**config.mk**
```make
export PLATFORM = sky130hd
export DESIGN_NAME = reflet_gpio_irq
export DESIGN_NICKNAME = d
export VERILOG_FILES = /design/src/rtl/reflet_gpio_irq_pkg.sv /design/src/rtl/reflet_gpio_irq_pin.sv /design/src/rtl/reflet_gpio_irq.sv
export SDC_FILE = /design/constraint.sdc
export NUM_CORES = 1
export LEC_CHECK = 0
export BUFFER_PORTS_ARGS = -buffer_cell sky130_fd_sc_hd__buf_2
export CORE_AREA = 2 2 100 102
export CTS_CLUSTER_SIZE = 16
export DETAILED_ROUTE_END_ITERATION = 7
export DIE_AREA = 0 0 102 104
export GPL_TIMING_DRIVEN = 0
export PLACE_DENSITY = 0.85
export SLEW_MARGIN = 25
export SYNTH_ARGS = -nofsm -noshare
export SYNTH_HDL_FRONTEND = slang
export SYNTH_HIERARCHICAL = 1
export SYNTH_SLANG_ARGS = --single-unit
```
**constraint.sdc**
```tcl
create_clock -name clk -period 3.4 [get_ports clk]
set_clock_uncertainty 0.15 [all_clocks]
set_input_delay 0.34 -clock clk [delete_from_list [all_inputs] [get_ports clk]]
set_output_delay 0.34 -clock clk [all_outputs]
set_load 0.005 [all_outputs]
```
**src/rtl/reflet_gpio_irq_pkg.sv**
```systemverilog
// Shared constants for the reflet_gpio_irq register map.
// Register window layout: block index * S + slice, with CTRL after the last block.
package reflet_gpio_irq_pkg;

    // Register block indices
    localparam int unsigned BLK_GPI   = 0;
    localparam int unsigned BLK_GPO   = 1;
    localparam int unsigned BLK_RISE  = 2;
    localparam int unsigned BLK_FALL  = 3;
    localparam int unsigned BLK_PEND  = 4;
    localparam int unsigned BLK_LEVEL = 5;
    localparam int unsigned NB_BLK    = 6;

    // CTRL register bit positions
    localparam int unsigned CTRL_IE_BIT = 0;

    // Number of bus-word slices needed to cover all pins
    function automatic int unsigned slices(input int unsigned pins, input int unsigned ws);
        return (pins + ws - 1) / ws;
    endfunction

endpackage

```
**src/rtl/reflet_gpio_irq_pin.sv**
```systemverilog
// Per-pin input path: 2-flop synchroniser, optional debounce filter, edge detect.
// Build option: define REFLET_GPIO_IRQ_DEBOUNCE_EN to insert the 4-sample debounce filter.
module reflet_gpio_irq_pin (
    input  logic clk,
    input  logic reset,
    input  logic gpi,
    output logic level,
    output logic rise,
    output logic fall
);
    logic sync1;
    logic sync2;
    logic prev;

    // Two-flop synchroniser for the asynchronous pin
    always_ff @(posedge clk or negedge reset) begin
        if (!reset) begin
            sync1 <= 1'b0;
            sync2 <= 1'b0;
        end else begin
            sync1 <= gpi;
            sync2 <= sync1;
        end
    end

`ifdef REFLET_GPIO_IRQ_DEBOUNCE_EN
    logic [2:0] hist;

    // Keep the three previous synchronised samples (hist[0] newest)
    always_ff @(posedge clk or negedge reset) begin
        if (!reset) hist <= '0;
        else        hist <= {hist[1:0], sync2};
    end

    // Accept the synchronised value once it matches the last three samples,
    // otherwise hold the previously accepted value (prev)
    always_comb begin
        level = (hist == {3{sync2}}) ? sync2 : prev;
    end
`else
    // Without the filter the synchronised value is used directly
    always_comb begin
        level = sync2;
    end
`endif

    // One-cycle delayed copy of the accepted level for edge detection
    always_ff @(posedge clk or negedge reset) begin
        if (!reset) prev <= 1'b0;
        else        prev <= level;
    end

    // Edge detection against the delayed copy
    always_comb begin
        rise = level & ~prev;
        fall = ~level & prev;
    end

endmodule

```
**src/rtl/reflet_gpio_irq.sv**
```systemverilog
// GPIO block with per-pin rise/fall/level interrupt sources and a bus register window.
// Build option: define REFLET_GPIO_IRQ_DEBOUNCE_EN to add a debounce filter on every pin.
module reflet_gpio_irq
    import reflet_gpio_irq_pkg::*;
#(
    parameter int unsigned                wordsize       = 8,
    parameter int unsigned                base_addr_size = 16,
    parameter logic [base_addr_size-1:0]  base_addr      = '0,
    parameter int unsigned                nb_pins        = 16
) (
    input  logic                      clk,
    input  logic                      reset,
    input  logic                      enable,
    input  logic [base_addr_size-1:0] addr,
    input  logic                      write_en,
    input  logic [wordsize-1:0]       data_in,
    output logic [wordsize-1:0]       data_out,
    input  logic [nb_pins-1:0]        gpi,
    output logic [nb_pins-1:0]        gpo,
    output logic                      interrupt
);
    localparam int unsigned S   = slices(nb_pins, wordsize);
    localparam int unsigned WIN = NB_BLK * S + 1;

    logic [base_addr_size-1:0]     offset;
    logic                          sel;
    logic                          wr;
    logic [nb_pins-1:0]            level, rise, fall;
    logic [nb_pins-1:0]            rise_en, fall_en, level_en, pending;
    logic [nb_pins-1:0]            wbit, w_gpo, w_rise, w_fall, w_level, w_pend;
    logic [nb_pins-1:0]            set_ev;
    logic                          w_ie;
    logic                          ie;
    logic [NB_BLK-1:0][nb_pins-1:0] regs;

    // Per-pin synchroniser / filter / edge detector
    for (genvar g = 0; g < nb_pins; g++) begin : g_pin
        reflet_gpio_irq_pin u_pin (
            .clk   (clk),
            .reset (reset),
            .gpi   (gpi[g]),
            .level (level[g]),
            .rise  (rise[g]),
            .fall  (fall[g])
        );
    end

    // Address decode and per-pin write strobes (pin i lives in slice i/wordsize)
    always_comb begin
        offset  = addr - base_addr;
        sel     = enable && (offset < base_addr_size'(WIN));
        wr      = sel && write_en;
        wbit    = '0;
        w_gpo   = '0;
        w_rise  = '0;
        w_fall  = '0;
        w_level = '0;
        w_pend  = '0;
        for (int unsigned i = 0; i < nb_pins; i++) begin
            wbit[i]    = data_in[i % wordsize];
            w_gpo[i]   = wr && (offset == base_addr_size'(BLK_GPO   * S + i / wordsize));
            w_rise[i]  = wr && (offset == base_addr_size'(BLK_RISE  * S + i / wordsize));
            w_fall[i]  = wr && (offset == base_addr_size'(BLK_FALL  * S + i / wordsize));
            w_level[i] = wr && (offset == base_addr_size'(BLK_LEVEL * S + i / wordsize));
            w_pend[i]  = wr && (offset == base_addr_size'(BLK_PEND  * S + i / wordsize));
        end
        w_ie = wr && (offset == base_addr_size'(NB_BLK * S));
    end

    // Interrupt sources for this cycle
    always_comb begin
        set_ev = (rise_en & rise) | (fall_en & fall) | (level_en & level);
    end

    // Register file; a new event wins over a write-1-to-clear on the same bit
    always_ff @(posedge clk or negedge reset) begin
        if (!reset) begin
            gpo       <= '0;
            rise_en   <= '0;
            fall_en   <= '0;
            level_en  <= '0;
            pending   <= '0;
            ie        <= 1'b0;
            interrupt <= 1'b0;
        end else begin
            gpo       <= (gpo      & ~w_gpo)   | (wbit & w_gpo);
            rise_en   <= (rise_en  & ~w_rise)  | (wbit & w_rise);
            fall_en   <= (fall_en  & ~w_fall)  | (wbit & w_fall);
            level_en  <= (level_en & ~w_level) | (wbit & w_level);
            pending   <= (pending  & ~(w_pend & wbit)) | set_ev;
            if (w_ie) ie <= data_in[CTRL_IE_BIT];
            interrupt <= ie & (|pending);
        end
    end

    // Readable views of each block
    always_comb begin
        regs            = '0;
        regs[BLK_GPI]   = level;
        regs[BLK_GPO]   = gpo;
        regs[BLK_RISE]  = rise_en;
        regs[BLK_FALL]  = fall_en;
        regs[BLK_PEND]  = pending;
        regs[BLK_LEVEL] = level_en;
    end

    // Combinational read mux; zero when not selected so the bus can be OR-combined
    always_comb begin
        data_out = '0;
        if (sel) begin
            for (int unsigned b = 0; b < NB_BLK; b++) begin
                for (int unsigned i = 0; i < nb_pins; i++) begin
                    if (offset == base_addr_size'(b * S + i / wordsize))
                        data_out[i % wordsize] = regs[b][i];
                end
            end
            if (offset == base_addr_size'(NB_BLK * S))
                data_out[CTRL_IE_BIT] = ie;
        end
    end

endmodule

```
Word-level counts from Yosys, hierarchy flattened. Cells that the tools add are included.

Register bits after elaboration: 130. Output and inout bits: 25.

Order comparisons: 1. Eq/ne operators: 12. Muxes and demuxes: 98. Bitwise gates (word level): 90. Reductions and logical operators: 15.

Operators by type and width (number): 16-bit AND (13); 16-bit OR (7); 1-bit two-way mux (97); 16-bit by 4-bit equality test with 1-bit output (second input constant) (5); 16-bit NOT (5); 16-bit by 3-bit equality test with 1-bit output (second input constant) (4); 1-bit AND (33); 16-bit by 2-bit equality test with 1-bit output (second input constant) (2); 1-bit NOT (32); 16-bit by 1-bit equality test with 1-bit output (second input constant) (1); 16-bit logical NOT (1); 16-bit by 4-bit less-than comparator with 1-bit output (second input constant) (1); 16-bit OR reduction (1); 1-bit logical AND (13); 8-bit two-way mux (1).

Logic depth before layout (Yosys ltp).
Depth after elaboration: 15. Mapped depth: 8. Depth with buffers taken out: 5.

By module. Netlist, hierarchy kept.

By module, submodules not included: reflet_gpio_irq (instances 1, cells an instance 387, area each 4433.0 um^2, seq. area each 2052.0 um^2); reflet_gpio_irq_pin (instances 16, cells an instance 5, area each 90.1 um^2, seq. area each 75.1 um^2).

Worst setup path after synthesis. OpenSTA, ideal clock, no wires.

Path type: input -> register. Start: input addr[4]. End: register (tool-made name). Library setup time: 125 ps. Arrival time: 2222 ps. Setup slack: 903 ps. Cell stages on the path: 6. Path buffers: 1. Path through: or4_4 > nor3_4 > buf_4 > nand2b_2 > nor4_4 > mux2_2.

RTL lines: start: declaration (line reflet_gpio_irq.sv:14) `input logic [base_addr_size-1:0] addr,`.

Worst setup path after layout.
Start: input addr[0]. End: output data_out[0].

Word-level cells in the longest chain between the ends: 15. Elaborated cells between the ends (all ways): 29. Classes of those cells: order compare: 1; eq/ne: 12; mux: 14; reduce/logical: 2.

Ends and longest elaborated chain: 16-bit logical NOT (line reflet_gpio_irq.sv:113) `if (offset == base_addr_size'(b * S + i / wordsize))`; 1-bit two-way mux (12 in a row) (line reflet_gpio_irq.sv:113); 1-bit two-way mux (line reflet_gpio_irq.sv:117) `if (offset == base_addr_size'(NB_BLK * S))`; 8-bit two-way mux (*) (line reflet_gpio_irq.sv:110) `if (sel) begin`; end: declaration (line reflet_gpio_irq.sv:17) `output logic [wordsize-1:0] data_out,`.

Mark *: on every way between the ends. The rest lies on a longest branch, timed or not.

==> impl_metrics.csv <==
group,metric,value,unit
outcome,status,"finished, final reports clean",
worst_setup_path,worst_ep_arrival_time,2810,ps
floorplan,row_count,36,
sta,worst_slack,102,ps
cts,cts_buffer_depth,2,
sta,worst_pin_slew,1020,ps
cts,clock_sinks,130,
sta,fmax,0.303,GHz
grt,grt_max_degree,75,
run,maxCapViolCount,0,
grt,grt_pass1_vias,4721,
final_layout,nNetsFinal,618,
logic_synthesis,yosysSeqAreaShare,55.4,%
sta,period_needed,3300,ps
floorplan,die_area,10600,um^2
cts,root_buffer,"clkbuf_8",
worst_setup_path,critical_path_class,"in2out",
drt,avgViaCountPerCell,6.29,
drt,wl,16000,um
sta,hold_violations,0,
grt,grt_first_pass_wirelength,25100,um
hold_path,min-delay-start,"data_in[5]",
grt,grt-ovfl-total,0,
hold_path,hold_path.class,"in2reg",
sta,setup_viol,0,
drt,drt_iter0_markers,433,
placed_design,io_buffers,65,
logic_synthesis,yosys_warnings,6,
floorplan,initial_core_util,61.5,%
worst_setup_path,reg2reg_to,"pending[2]",
logic_synthesis,synth-main-ff-cell,"dfrtp_1",
sta,period_share,97.0,%
logic_synthesis,synth_cell_type_count,52,
hold_path,holdPathStages,2,
final_layout,multi_input_area,2510,um^2
final_layout,final_core_util,75.6,%
floorplan,io_pins,69,
drt,firstDrtPassIters,6,
final_layout,final_cell_mix,"130 x dfrtp_1, 66 x mux2_2, 65 x buf_2",
drt,drc_errors,0,
drt,wl_per_cell,22.2,um
worst_setup_path,worstSetupStartpointType,"primary input",
cts,clk_latency,530,ps
sta,slew_headroom,31.3,%
worst_setup_path,required,2910,ps
cts,clk_pin_slew,60,ps
worst_setup_path,rr_startpoint,"g_pin[2].u_pin/level",
floorplan,core_area,9550,um^2
sta,grt_setup_unrepaired,"false",
final_layout,regArea,3250,um^2
worst_setup_path,path_max_fanout,10,
power,vdd_drop_max,0.000653,V
worst_setup_path,cp-startpoint,"addr[0]",
logic_synthesis,syn-num-nets,511,
worst_setup_path,endpoint_kind,"output pin",
logic_synthesis,avgSynthCellArea,12.6,um^2
cts,htree_levels,4,
logic_synthesis,synthCells,467,
cts,cts_tree,"yes",
final_layout,area_growth_syn_to_layout,22.9,%
drt,vias,4529,
logic_synthesis,yosysTopAreaCellShare,55.4,%
sta,hold_ws,18.6,ps
drt,drtAntennaViolNets,0,
sta,report.final.slew_viol_count,0,
final_layout,n_antenna_cell,0,
logic_synthesis,yosysTopAreaCell,"dfrtp_1",
cts,numCtsBuffers,17,
grt,antenna_found_initial,0,
final_layout,n_fill_cell,634,
placed_design,placed_cell_area,6400,um^2
logic_synthesis,async_flop_share,100,%
power,powerDensity,496,nW/um^2
placed_design,post-dp-hpwl,10200,um
final_layout,layout-drive-gt1-share,34.8,%
final_layout,final_cell_area,7220,um^2
logic_synthesis,synth_edf_count,0,
floorplan,die_w,102,um
final_layout,final_common_cell,"dfrtp_1",
placed_design,place_congestion,0.985,
power,power.static_leakage,3.29,nW
logic_synthesis,netlist_area,5870,um^2
grt,globalRouteTotalUtil,32.1,%
logic_synthesis,synth.area.top_cells,"dfrtp_1 55%, mux2_2 13%, a222oi_1 2.7%",
placed_design,post-place-ws,-69.0,ps
floorplan,die_y,104,um
worst_setup_path,reg2regPathDepth,3,
logic_synthesis,synth-seq-cells,130,
worst_setup_path,r2r_slack,2010,ps
repair_timing:
action | 4_1_cts | 5_1_grt
setup buffers | 0 | 0
hold buffers | 22 | 0
setup endpoints to repair | 1 | 1
endpoints found under the hold margin | 88 | 0
gates resized for setup | 1 | 3
metrics by stage:
stage | cells | total power, mW | TNS [ps]
6_report | 720 | 3.58 | 0
5_1_grt | 720 | 3.70 | 0
4_1_cts | 720 | 3.60 | 0
3_5_place_dp | 666 | 1.81 | -69.0
3_3_place_gp | 665 | 1.80 | -32.1
2_1_floorplan | 467 | 1.71 | 0
metal layers:
metal | GRT usage, % | part of all wire (%) | vias up
li1 | - | - | 1976
met1 | 42.4 | 39 | 2222
met2 | 47.6 | 47 | 271
met3 | 12.1 | 10 | 60
met4 | 13.8 | 3.8 | 0
met5 | 0 | 0 | -
power breakdown:
| part | internal, mW | switching (mW) | leakage [nW] |
|---|---|---|---|
| clock network | 1.10 | 0.669 | 0.281 |
| logic | 0.0848 | 0.130 | 1.40 |
| registers | 1.58 | 0.0189 | 1.61 |
cells in the mapped netlist (6+ instances only):
| cell type | instances |
|---|---|
| a21oi_1 | 6 |
| inv_1 | 13 |
| mux2_2 | 66 |
| nand2_1 | 35 |
| and2b_2 | 16 |
| nand2b_1 | 7 |
| dfrtp_1 | 130 |
| nor4_1 | 6 |
| nor2_1 | 10 |
| clkbuf_1 | 13 |
| o22ai_1 | 11 |
| a222oi_1 | 16 |
| nor2b_1 | 19 |
| mux2i_1 | 16 |
| o21ai_0 | 24 |
how the worst max path moves through the flow:
stage	end	slack, ps	depth (start not counted)
final	data_out[0]	100	8
after global routing	data_out[1]	60	8
after global placement	data_out[0]	-30	7
after detailed placement	data_out[0]	-70	7
after floorplan	register	900	6
after CTS	data_out[0]	100	7
critical path, cell delays in order:
cell and delay (ps):
clkbuf_1 380, clkbuf_4 400, nand2_1 150, buf_1 360
a32oi_1 310, a211oi_1 70, a2111oi_0 580, buf_2 220
final cells by class:
class / count / area share (%)
clock buffers: 21 / 6.36
clock inverters: 11 / 1.77
multi-input cells: 307 / 34.7
repair buffers: 88 / 8.07
plain buffers: 17 / 1.04
flip-flops and latches: 130 / 45.0
well taps: 133 / 2.30
inverters: 13 / 0.676
logic make-up after synthesis:
| logic type | after synthesis | share of synthesized area, % |
|---|---|---|
| AOI/OAI and AO/OA | 94 | 11.7 |
| buffers and inverters | 30 | 2.02 |
| DFF | 130 | 55.4 |
| muxes | 90 | 17.5 |
| and+or+nand+nor | 123 | 13.4 |
Note: power is estimated with default switching activity, not from simulation.
